`src/rtl/avrisc621_mc_pkg.sv`:
```
// Shared definitions for the multi-core result path: slave ids, word layout,
// arbiter state encoding and a one-hot helper for acknowledge generation.
package avrisc621_mc_pkg;

    localparam int NUM_SLAVES = 3;
    localparam int DATA_W     = 8;
    localparam int ID_W       = 2;
    localparam int SLV_W      = DATA_W + ID_W;
    localparam int ID_LSB     = DATA_W;
    localparam int ID_MSB     = DATA_W + ID_W - 1;

    localparam logic [ID_W-1:0] SLV0 = 2'd0;
    localparam logic [ID_W-1:0] SLV1 = 2'd1;
    localparam logic [ID_W-1:0] SLV2 = 2'd2;

    // Starting with the pointer on slave 2 gives slave 0 first priority.
    localparam logic [ID_W-1:0] RR_RESET_LAST = SLV2;

    typedef enum logic [1:0] {
        IDLE    = 2'd0,
        PRESENT = 2'd1,
        DRAIN   = 2'd2
    } arb_state_t;

    function automatic logic [NUM_SLAVES-1:0] slave_onehot(input logic [ID_W-1:0] id);
        logic [NUM_SLAVES-1:0] result;
        result = '0;
        case (id)
            SLV0:    result = 3'b001;
            SLV1:    result = 3'b010;
            SLV2:    result = 3'b100;
            default: result = 3'b000;
        endcase
        return result;
    endfunction

endpackage

```
`src/rtl/av_rr_pick3.sv`:
```
// Combinational 3-way round-robin picker: searches last+1, last+2, last+3 (mod 3)
// and reports the first requesting slave.
module av_rr_pick3
    import avrisc621_mc_pkg::*;
(
    input  logic [NUM_SLAVES-1:0] req,
    input  logic [ID_W-1:0]       last,
    output logic [ID_W-1:0]       gnt_id,
    output logic                  any
);

    always_comb begin
        gnt_id = SLV0;
        any    = |req;
        case (last)
            SLV0: begin
                if (req[1])      gnt_id = SLV1;
                else if (req[2]) gnt_id = SLV2;
                else if (req[0]) gnt_id = SLV0;
            end
            SLV1: begin
                if (req[2])      gnt_id = SLV2;
                else if (req[0]) gnt_id = SLV0;
                else if (req[1]) gnt_id = SLV1;
            end
            default: begin
                if (req[0])      gnt_id = SLV0;
                else if (req[1]) gnt_id = SLV1;
                else if (req[2]) gnt_id = SLV2;
            end
        endcase
    end

endmodule

```
`src/rtl/av_slave_result_arbiter.sv`:
```
// Round-robin 4-phase result arbiter from three slave cores to the master core.
// Optional embedded-id checking is enabled by defining AV_ARB_ID_CHECK_EN.
module av_slave_result_arbiter
    import avrisc621_mc_pkg::*;
(
    input  logic                  Clock_pin,
    input  logic                  Reset_pin,
    input  logic [NUM_SLAVES-1:0] S_M_req,
    input  logic [SLV_W-1:0]      Slave0_out,
    input  logic [SLV_W-1:0]      Slave1_out,
    input  logic [SLV_W-1:0]      Slave2_out,
    output logic [NUM_SLAVES-1:0] S_ack,
    output logic                  M_valid,
    output logic [DATA_W-1:0]     M_data,
    output logic [ID_W-1:0]       M_slave_id,
    input  logic                  M_ack,
    output logic [7:0]            Id_err_cnt
);

    arb_state_t            state, next_state;
    logic [ID_W-1:0]       last, next_last;
    logic [ID_W-1:0]       gnt, next_gnt;
    logic                  m_valid, next_valid;
    logic [DATA_W-1:0]     m_data, next_data;
    logic [ID_W-1:0]       m_slave_id, next_slave_id;
    logic [NUM_SLAVES-1:0] s_ack, next_ack;

    logic [ID_W-1:0]       pick_id;
    logic                  pick_any;
    logic [SLV_W-1:0]      sel_word;
    logic                  req_g;

    av_rr_pick3 u_pick (
        .req    (S_M_req),
        .last   (last),
        .gnt_id (pick_id),
        .any    (pick_any)
    );

    always_comb begin
        sel_word = Slave0_out;
        case (pick_id)
            SLV1:    sel_word = Slave1_out;
            SLV2:    sel_word = Slave2_out;
            default: sel_word = Slave0_out;
        endcase
    end

    always_comb begin
        req_g = S_M_req[0];
        case (gnt)
            SLV1:    req_g = S_M_req[1];
            SLV2:    req_g = S_M_req[2];
            default: req_g = S_M_req[0];
        endcase
    end

`ifdef AV_ARB_ID_CHECK_EN
    logic [7:0] err_cnt, next_err_cnt;
    logic       id_mismatch;

    assign id_mismatch = (sel_word[ID_MSB:ID_LSB] != pick_id);
    assign Id_err_cnt  = err_cnt;
`else
    logic [ID_W-1:0] unused_id_bits;

    assign unused_id_bits = sel_word[ID_MSB:ID_LSB];
    assign Id_err_cnt     = '0;
`endif

    always_comb begin
        next_state    = state;
        next_last     = last;
        next_gnt      = gnt;
        next_valid    = m_valid;
        next_data     = m_data;
        next_slave_id = m_slave_id;
        next_ack      = s_ack;
`ifdef AV_ARB_ID_CHECK_EN
        next_err_cnt  = err_cnt;
`endif
        case (state)
            IDLE: begin
                next_valid = 1'b0;
                if (pick_any) begin
                    next_gnt = pick_id;
                    next_ack = slave_onehot(pick_id);
`ifdef AV_ARB_ID_CHECK_EN
                    // A mislabelled word is consumed from the slave but never shown to the master.
                    if (id_mismatch) begin
                        next_last  = pick_id;
                        next_state = DRAIN;
                        if (err_cnt != 8'hFF) next_err_cnt = err_cnt + 8'd1;
                    end else begin
                        next_data     = sel_word[DATA_W-1:0];
                        next_slave_id = pick_id;
                        next_valid    = 1'b1;
                        next_state    = PRESENT;
                    end
`else
                    next_data     = sel_word[DATA_W-1:0];
                    next_slave_id = pick_id;
                    next_valid    = 1'b1;
                    next_state    = PRESENT;
`endif
                end
            end
            PRESENT: begin
                if (!req_g) next_ack = '0;
                // Once the ack has already been released the slave may legally re-request,
                // so only a still-acked, still-requesting slave needs draining.
                if (M_ack) begin
                    next_valid = 1'b0;
                    next_last  = gnt;
                    if (!req_g || (s_ack == '0)) next_state = IDLE;
                    else                         next_state = DRAIN;
                end
            end
            DRAIN: begin
                if (!req_g) begin
                    next_ack   = '0;
                    next_state = IDLE;
                end
            end
            default: begin
                next_state = IDLE;
                next_valid = 1'b0;
                next_ack   = '0;
            end
        endcase
    end

    always_ff @(posedge Clock_pin or posedge Reset_pin) begin
        if (Reset_pin) begin
            state      <= IDLE;
            last       <= RR_RESET_LAST;
            gnt        <= SLV0;
            m_valid    <= 1'b0;
            m_data     <= '0;
            m_slave_id <= SLV0;
            s_ack      <= '0;
        end else begin
            state      <= next_state;
            last       <= next_last;
            gnt        <= next_gnt;
            m_valid    <= next_valid;
            m_data     <= next_data;
            m_slave_id <= next_slave_id;
            s_ack      <= next_ack;
        end
    end

`ifdef AV_ARB_ID_CHECK_EN
    always_ff @(posedge Clock_pin or posedge Reset_pin) begin
        if (Reset_pin) err_cnt <= '0;
        else           err_cnt <= next_err_cnt;
    end
`endif

    assign S_ack      = s_ack;
    assign M_valid    = m_valid;
    assign M_data     = m_data;
    assign M_slave_id = m_slave_id;

endmodule

```
`config.mk`:
```
export PLATFORM = sky130hd
export DESIGN_NAME = av_slave_result_arbiter
export DESIGN_NICKNAME = d
export VERILOG_FILES = /design/src/rtl/avrisc621_mc_pkg.sv /design/src/rtl/av_rr_pick3.sv /design/src/rtl/av_slave_result_arbiter.sv
export SDC_FILE = /design/constraint.sdc
export NUM_CORES = 1
export LEC_CHECK = 0
export CELL_PAD_IN_SITES_DETAIL_PLACEMENT = 0
export CELL_PAD_IN_SITES_GLOBAL_PLACEMENT = 2
export CORE_MARGIN = 8
export CORE_UTILIZATION = 37
export CTS_CLUSTER_SIZE = 20
export DETAILED_ROUTE_END_ITERATION = 16
export DONT_BUFFER_PORTS = 1
export GPL_ROUTABILITY_DRIVEN = 0
export PLACE_DENSITY_LB_ADDON = 0.12
export SLEW_MARGIN = 0
export SYNTH_ARGS = -nofsm -noshare
export SYNTH_HDL_FRONTEND = slang
export SYNTH_HIERARCHICAL = 1
export SYNTH_SLANG_ARGS = --single-unit
```
`constraint.sdc`:
```
create_clock -name Clock_pin -period 3.25 [get_ports Clock_pin]
set_input_delay 0.325 -clock Clock_pin [delete_from_list [all_inputs] [get_ports Clock_pin]]
set_output_delay 0.325 -clock Clock_pin [all_outputs]
set_load 0.1 [all_outputs]
```
### After elaboration in Yosys (flattened, before gate mapping)

Index checks and enable logic that the tools add are counted.

| word-level totals | value |
|---|---|
| bits in registers | 18 |
| logic and storage cells | 52 |
| input bits | 36 |
| output and inout port bits | 22 |

| cells by class | value |
|---|---|
| bitwise logic cells | 1 |
| eq/ne operators | 11 |
| mux-type cells | 21 |
| reduce and logical (&&, ||, !) cells | 13 |

Operator list:

| cell | count |
|---|---|
| $mux W2 | 9 |
| $pmux W8 S2 | 1 |
| $pmux W3 S3 | 1 |
| $eq A2 B1 Y1 const B | 4 |
| $ne A2 B2 Y1 const B | 4 |
| $reduce_and A2 Y1 | 4 |
| $eq A2 B2 Y1 const B | 3 |
| $logic_not A2 Y1 | 3 |
| $mux W3 | 2 |
| $pmux W2 S3 | 1 |
| $pmux W3 S2 | 1 |
| $pmux W2 S2 | 1 |
| $logic_not A3 Y1 | 1 |
| $mux W1 | 3 |
| $pmux W1 S3 | 1 |
| $reduce_and A3 Y1 | 1 |
| $reduce_or A3 Y1 | 1 |
| $pmux W1 S2 | 1 |
| $reduce_or A2 Y1 | 1 |
| $logic_not A1 Y1 | 1 |
| $logic_or A1 B1 Y1 | 1 |
| $not A1 Y1 | 1 |

### Logic depth before layout (Yosys ltp)

Gate-level depths: netlist (run 1).

| logic depth | value |
|---|---|
| depth after elaboration | 8 |
| depth in mapped cells | 9 |
| gate-level depth less buffers | 7 |

### Modules after synthesis

Netlist (run 1), hierarchy kept.

By module, submodules not included:

| module | cells an instance | area each (µm²) | seq. area each (µm²) | instances |
|---|---|---|---|---|
| av_slave_result_arbiter | 118 | 1103.6 | 451.7 | 1 |
| av_rr_pick3 | 8 | 58.8 | 0.0 | 1 |

### Worst setup path before layout (run 1)

Ideal clock, no wire load.

| timing | value |
|---|---|
| path kind | flip-flop to flip-flop |
| start point | register M_slave_id[0] (netlist name) |
| end point | register state[0] |
| period minus slack after synthesis | 2.500 ns |
| data required time | 3.122 ns |
| library setup time | 0.128 ns |
| buffers on the path | 0 |
| stages on the path, launching flop included | 6 |
| setup slack | 0.750 ns |
| arrival | 2.373 ns |
| cells stage by stage | dfrtp_1 > inv_1 > ha_1 > a221o_2 > a311oi_2 > mux2_1 |

RTL lines:

| what | RTL line | text |
|---|---|---|
| to (signal assigned) | av_slave_result_arbiter.sv:143 | `state <= next_state;` |
| to (decl) | av_slave_result_arbiter.sv:20 | `arb_state_t state, next_state;` |

### Worst setup path in the final report (run 1)

| timing | value |
|---|---|
| start point | register last[1] |
| end point | register m_data[1] (netlist: M_data[1]) |

| on the way | value |
|---|---|
| cells in the longest elaborated chain, start to end | 4 |
| elaborated cells between the ends (all ways) | 6 |
| those cells by class | eq/ne: 3; mux: 2; reduce/logical: 1 |

Ends and longest elaborated chain:

| what | RTL line | text |
|---|---|---|
| from (decl) | av_slave_result_arbiter.sv:21 | `logic [ID_W-1:0] last, next_last;` |
| from (signal assigned) | av_slave_result_arbiter.sv:144 | `last <= next_last;` |
| $eq A2 B1 Y1 / $logic_not A2 Y1 (equally long branches) | av_rr_pick3.sv:15 | `case (last)` |
| $pmux W2 S2 (*) | av_rr_pick3.sv:15 |  |
| net pick_id[0] | av_slave_result_arbiter.sv:28 | `logic [ID_W-1:0] pick_id;` |
| $eq A2 B2 Y1 / $eq A2 B1 Y1 (equally long branches) | av_slave_result_arbiter.sv:42 | `case (pick_id)` |
| $pmux W8 S2 (*) | av_slave_result_arbiter.sv:42 |  |
| to (signal assigned) | av_slave_result_arbiter.sv:147 | `m_data <= next_data;` |
| to (decl) | av_slave_result_arbiter.sv:24 | `logic [DATA_W-1:0] m_data, next_data;` |

Mark *: on every way through the listed nets, which the timed path passes. The rest lies on a longest branch.
A chain may end at the register's enable or synchronous reset.

==> results of run 1 <==
==> critical path, cell delays in order, from the launching register on <==
cell,delay [ps]
dfstp_2,580
nor2b_1,60
o32ai_2,170
inv_1,130
ha_1,600
nor2_1,100
a211oi_1,230
a21o_1,110
==> per-stage QoR <==
stage	area [µm²]	worst slack (ps)	util, %
after global placement	1190	1240	39.3
final	1220	1210	40.2
after floorplan	1190	750	-
after detailed placement	1190	1210	39.3
after global routing	1220	963	40.2
after CTS	1220	1180	40.2
==> layer usage <==
metal	part of all wire [%]	global-route usage, %	wire, µm
met3	9.7	4.82	265
met5	0	0	0
met4	0.55	5.44	15
met2	46	17.5	1260
met1	44	12.7	1190
==> state kept, by name, summed over array words and instances, names as in the netlist <==
signal,count
last,2
M_slave_id,2
state,2
M_valid,1
M_data,8
S_ack,3
==> Yosys cell counts, drive strengths merged <==
cell type,instances
a211oi,8
a21o,8
a21oi,1
a221o,1
a22oi,8
a311oi,1
a31o,3
buf,10
clkbuf,5
conb,1
dfrtp,17
dfstp,1
ha,8
inv,8
mux2,1
nand2,10
nand2b,1
nand3,6
nand4,3
nor2,8
nor2b,4
nor3,1
o21a,1
o21ai,5
o22ai,1
o31ai,1
o32ai,1
or2b,1
or3,1
or4,1
==> worst paths after layout <==
| check | start | end | slack [ps] | cells after the start |
|---|---|---|---|---|
| setup / recovery | last[1]$_DFFE_PP1P_ | M_data[1]$_DFFE_PP0P_ | 1210 | 7 |
| hold / removal | Reset_pin | M_data[4]$_DFFE_PP0P_ | 10 | 1 |
| setup reg to reg | last[1]$_DFFE_PP1P_ | M_data[1]$_DFFE_PP0P_ | 1210 | 7 |
| hold reg to reg | last[1]$_DFFE_PP1P_ | last[1]$_DFFE_PP1P_ | 520 | 2 |
| max in group asynchronous | Reset_pin | S_ack[2]$_DFFE_PP0P_ | 2800 | 1 |
| min in group Clock_pin | M_ack | last[1]$_DFFE_PP1P_ | 260 | 2 |
==> cell families after synthesis <==
kind of cell               Yosys count
DFF                                 18
AOI/OAI and AO/OA                   39
adders and majority gates            8
buffers and inverters               23
other                                1
and+or+nand+nor                     36
muxes                                1
==> cell type report <==
type	instances	area (µm²)	share of cell area [%]
sequential	18	452	37.1
multi-input combinational	92	616	50.6
timing repair buffer	5	37.5	3.09
inverter	8	30.0	2.47
clock buffer	4	26.3	2.16
tap	44	55.1	4.53
==> flow_summary.toml, run 1 <==
[synth]
avgSynthCellArea_um2 = 9.23
ys_types = 31
synth_top_area_share_pct = 36.6
postSynthCellCount = 126
synth_top_family_by_area = "compound AO/OA/AOI/OAI gates"
synth-seq-cells = 18
synth-adder-area-share_pct = 8.61
synthXorXnorAreaFrac_pct = 0
synth_warnings = 6
synthTopCellsByArea = "dfrtp_1, ha_1, buf_4"
synth_compound_area_share_pct = 25.8
yosysSeqAreaShare_pct = 38.9
netlist_area_mm2 = 0.00116
synthMuxAreaShare_pct = 0.969
yosys.area.top_type = "dfrtp_1"
yosys.area_share.simple_pct = 15.0

[sta]
fin_crit_sh_pct = 62.8
setup_viol = 0
fmax_mhz = 490
maxSlewViolCount = 0
hold_slack_ps = 14.2
hold_viol_final = 0
finalCriticalPeriod_ps = 2040
finalClockSkew_ps = 0.751
worst_slew_pin_slew_ps = 923
maxSlewHeadroom_pct = 38.5
rsz0062_at_grt = "false"
fin_setup_tns_ps = 0

[die]
boundaryPins = 58
die_w_um = 72.1
core_mm2 = 0.00303
start_util_pct = 38.4
row_count = 20
die_h_um = 72.1
die_area_mm2 = 0.00519

[detailed_routing]
drt_first_pass_iters = 4
drc_errors = 0
drt_iter0_drc = 59
routed_wl_mm = 2.73
final_antenna_net_count = 0
num_vias = 896
vias_per_cell = 5.24
wire_per_inst_um = 15.9

[clock_network]
postCtsSetupRepairBufs = 0
clock-sinks = 18
clk_pin_slew_ps = 100
clkLatencyLatePin_ps = 290
cts_resized = 0
clockBufferDepth = 2
numCtsBuffers = 3
cts_hold_buf = 0
clockRootBuffer = "clkbuf_4"
cts_tree = "built"
htree_levels = 1

[finish]
nFillCells = 296
areaGrowthSynthToFinish_pct = 4.63
finalNonFillerCells = 171
antenna_cells = 0
layout-drive-gt1-share_pct = 11.8
mostFrequentLayoutCells = "dfrtp_1, nand2_1"
final_common_cell = "dfrtp_1"
nets = 172

[setup_path]
critPathArrivalTime_ps = 2280
cp_max_fo = 16
worst_ep_required_time_ps = 3490
critPathCaptureType = "flop"
start_kind = "flop"
path_class = "reg2reg"

[global_routing]
antenna_found_initial = 0
grt_pass1_wl_mm = 4.61
grt-ovfl-total = 0
grt_max_degree = 22
grt_usage_pct = 11.1
grt_pass1_vias = 995

[place]
dp_hpwl_mm = 2.13
place_inst = 167
io_buffers = 0

[flow_run]
max_cap_violations = 0

[worst_hold_path]
hold_path.class = "in2async"

[status]
status = "finished, final reports clean"
Power of run 1 is left out: the tool's default activity adds up to more than one toggle a clock period on the data nets, which glitch-free logic cannot reach.
==> run 2, diff against run 1 <==
Settings changed: CORE_UTILIZATION 37 to 31.
Clock period 3.25 ns to 1.8 ns, I/O delays scaled along.
==> flow_summary.toml, run 2 (synthesized netlist as in run 1, its figures left out) <==
[status]
status = "finished with violations"
violations = "setup timing"

[sta]
hold_viol_final = 0
maxSlewViolCount = 0
fmax_mhz = 541
finalClockSkew_ps = 0.839
worst_slew_pin_slew_ps = 705
fin_crit_sh_pct = 103
finalCriticalPeriod_ps = 1850
maxSlewHeadroom_pct = 52.9
hold_slack_ps = 144
rsz0062_at_grt = "true"
fin_setup_tns_ps = -75.8
setup_viol = 4
worst_slack_ps = -47.1

[finish]
nFillCells = 369
final_area_mm2 = 0.00164
mostFrequentLayoutCells = "buf_4, dfrtp_1, nand2_1"
layout-drive-gt1-share_pct = 46.3
largest_register_ffs = 8
nets = 194
final_common_cell = "buf_4"
areaGrowthSynthToFinish_pct = 41.4
utilization_pct = 45.2
multiInputGateArea_um2 = 787
seqCellArea_um2 = 459
antenna_cells = 0

[detailed_routing]
drt_iter0_drc = 41
routed_wl_mm = 3.21
wire_per_inst_um = 16.3
num_vias = 980
drc_errors = 0
drt_first_pass_iters = 4
vias_per_cell = 4.97
final_antenna_net_count = 0

[setup_path]
crit_path_max_incr_delay_ps = 500
path_cells = "inv_4 -> ha_4 -> a221o_2 -> a311oi_2 -> mux2_1"
cp_num_cells = 5
path_buf_inv = 1
critPathSlowestCell = "dfrtp_4"
critPathArrivalTime_ps = 1980
worst_ep_required_time_ps = 1940
critPathCaptureType = "flop"
reg2reg_depth = 5
rrSetupSlack_ps = -50
critical-path-top-delay-family = "compound AO/OA/AOI/OAI gates"
cp_max_fo = 3
start_kind = "flop"
path_class = "reg2reg"

[clock_network]
numCtsBuffers = 3
clk_pin_slew_ps = 70
clock-sinks = 18
clockRootBuffer = "clkbuf_8"
cts_tree = "built"
htree_levels = 1
clockBufferDepth = 2
clkLatencyLatePin_ps = 250

[die]
die_w_um = 77.2
start_util_pct = 32.0
core_mm2 = 0.00363
boundaryPins = 58
die_h_um = 77.2
row_count = 22
die_area_mm2 = 0.00597

[flow_run]
max_cap_violations = 0

[global_routing]
grt_pass1_vias = 1030
grt_usage_pct = 10.3
grt-ovfl-total = 0
antenna_found_initial = 0
grt_max_degree = 19
grt_pass1_wl_mm = 5.09

[place]
dp_hpwl_mm = 2.35
io_buffers = 0
placed_cell_area_mm2 = 0.00137

[worst_hold_path]
min_path_cells = 2
hold_path.class = "in2reg"
-- run 2: changes by cell type in the layout (fill, tap and decap cells not counted), moves of 6 or more --
| cell | delta |
|---|---|
| a211oi_2 | +6 |
| a22oi_2 | +7 |
| nor2_1 | -7 |
| a22oi_1 | -7 |
| buf_4 | +17 |
| a211oi_1 | -6 |
-- run 2: layout make-up --
| type | instances | area share [%] |
|---|---|---|
| Clock buffer | 4 | 2.74 |
| Inverter | 8 | 1.98 |
| Multi-Input combinational cell | 92 | 47.9 |
| Sequential cell | 18 | 27.9 |
| Tap cell | 48 | 3.65 |
| Timing Repair Buffer | 27 | 15.8 |
-- run 2: timing repair --
action,in CTS,in global routing
hold endpoints to repair,17,0
cloned,0,1
pin swaps,5,7
hold buffers,1,0
gates resized for setup,7,26
endpoints found under the setup margin,9,11
setup buffers,1,4
-- run 2: final timing paths --
check,from,end
max reg2reg,M_slave_id[0]$_DFFE_PP0P_,state[0]$_DFFE_PP0P_
max in group asynchronous,Reset_pin,M_slave_id[1]$_DFFE_PP0P_
min in group asynchronous,Reset_pin,M_data[7]$_DFFE_PP0P_
max,M_slave_id[0]$_DFFE_PP0P_,state[0]$_DFFE_PP0P_
min reg2reg,M_data[2]$_DFFE_PP0P_,M_data[2]$_DFFE_PP0P_
min,M_ack,last[1]$_DFFE_PP1P_
-- run 2: routing by layer --
layer / routed length, µm / track usage [%]
met1: 1340 / 12.0
met2: 1610 / 17.2
met3: 247 / 4.08
met4: 15 / 2.26
met5: 0 / 0
-- run 2: per-stage QoR --
stage	cells	worst slack, ps
3_3_place_gp	186	-42.3
4_1_cts	192	-32.9
2_1_floorplan	133	-231
6_report	197	-47.1
3_5_place_dp	186	-94.1
5_1_grt	197	-106
Power of run 2 is left out for the same reason.
==> run 3, diff against run 2 <==
Settings changed: PLACE_DENSITY_LB_ADDON 0.12 to 0.05.
==> flow_summary.toml, run 3 (synthesized netlist as in run 1, its figures left out) <==
[status]
status = "finished with violations"
violations = "setup timing"

[clock_network]
htree_levels = 1
clockRootBuffer = "clkbuf_8"
clock-sinks = 18
cts_tree = "built"
numCtsBuffers = 3
clkLatencyLatePin_ps = 250
clk_pin_slew_ps = 70
clockBufferDepth = 2

[die]
row_count = 22
die_w_um = 77.2
die_h_um = 77.2
core_mm2 = 0.00363
die_area_mm2 = 0.00597
start_util_pct = 32.0
boundaryPins = 58

[sta]
finalCriticalPeriod_ps = 1860
finalClockSkew_ps = 1.89
rsz0062_at_grt = "true"
maxSlewHeadroom_pct = 51.3
worst_slack_ps = -63.2
fin_crit_sh_pct = 104
hold_slack_ps = 167
fmax_mhz = 537
hold_viol_final = 0
worst_slew_pin_slew_ps = 730
maxSlewViolCount = 0
setup_viol = 7

[setup_path]
critPathCaptureType = "flop"
cp_max_fo = 3
critPathArrivalTime_ps = 2000
start_kind = "flop"
path_class = "reg2reg"
worst_ep_required_time_ps = 1940

[detailed_routing]
drc_errors = 0
final_antenna_net_count = 0
drt_iter0_drc = 27
drt_first_pass_iters = 4
wire_per_inst_um = 15.7
num_vias = 998
routed_wl_mm = 3.18
vias_per_cell = 4.94

[global_routing]
grt_pass1_wl_mm = 5.18
antenna_found_initial = 0
grt_max_degree = 21
grt-ovfl-total = 0
grt_usage_pct = 10.5
grt_pass1_vias = 1097

[place]
placed_cell_area_mm2 = 0.00138
dp_hpwl_mm = 2.37
place_inst = 191
io_buffers = 0

[worst_hold_path]
hold_path.class = "in2reg"

[finish]
final_area_mm2 = 0.00165
nets = 199
mostFrequentLayoutCells = "buf_4, dfrtp_1, nand2_1"
antenna_cells = 0
largest_register_ffs = 8
areaGrowthSynthToFinish_pct = 41.9
finalNonFillerCells = 202
final_common_cell = "buf_4"
layout-drive-gt1-share_pct = 44.2

[flow_run]
max_cap_violations = 0
[run 3: final timing paths]
| check | to | slack [ps] | cells past startpoint | startpoint |
|---|---|---|---|---|
| setup / recovery | state[0]$_DFFE_PP0P_ | -60 | 5 | M_slave_id[0]$_DFFE_PP0P_ |
| hold / removal | last[1]$_DFFE_PP1P_ | 170 | 2 | M_ack |
| setup reg to reg | state[0]$_DFFE_PP0P_ | -60 | 5 | M_slave_id[0]$_DFFE_PP0P_ |
| hold reg to reg | M_data[4]$_DFFE_PP0P_ | 490 | 1 | M_data[4]$_DFFE_PP0P_ |
| max in group asynchronous | M_slave_id[0]$_DFFE_PP0P_ | 770 | 2 | Reset_pin |
| min in group asynchronous | last[0]$_DFFE_PP0P_ | 490 | 2 | Reset_pin |
[run 3: routing by layer]
layer / share of wire (%) / up-vias / track usage, %
li1: - / 490 / -
met1: 44 / 474 / 12.0
met5: 0 / - / 0
met2: 49 / 32 / 17.9
met3: 6.3 / 2 / 3.15
met4: 0.66 / 0 / 3.96
[run 3: area by class of cell]
class / count / area [µm²]
Sequential cell: 18 / 459
Fill cell: 365 / 1980
Tap cell: 48 / 60.1
Timing Repair Buffer: 32 / 280
Multi-Input combinational cell: 92 / 772
Clock buffer: 4 / 45.0
Inverter: 8 / 32.5
[run 3: worst max-delay path, cell delays in order (launching register included)]
cell and delay (ps):
dfrtp_4 500, inv_4 70, ha_4 190, a221o_2 320, a311oi_2 330, mux2_1 350
[run 3: stage by stage]
step	setup WS (ps)	TNS (ps)	util (%)
detailed placement	-86.6	-377	38.0
global placement	-37.3	-107	38.0
global route	-115	-688	45.4
finish	-63.2	-118	45.4
CTS	-23.3	-42.1	40.7
floorplan	-231	-231	-
[run 3: timing repair]
item,CTS,global route
hold buffers,1,0
resized for setup,4,28
pin swaps,4,9
setup buffers,3,2
setup endpoints to repair,9,9
hold endpoints to repair,17,0
cloned,0,1
Power of run 3 is left out for the same reason.
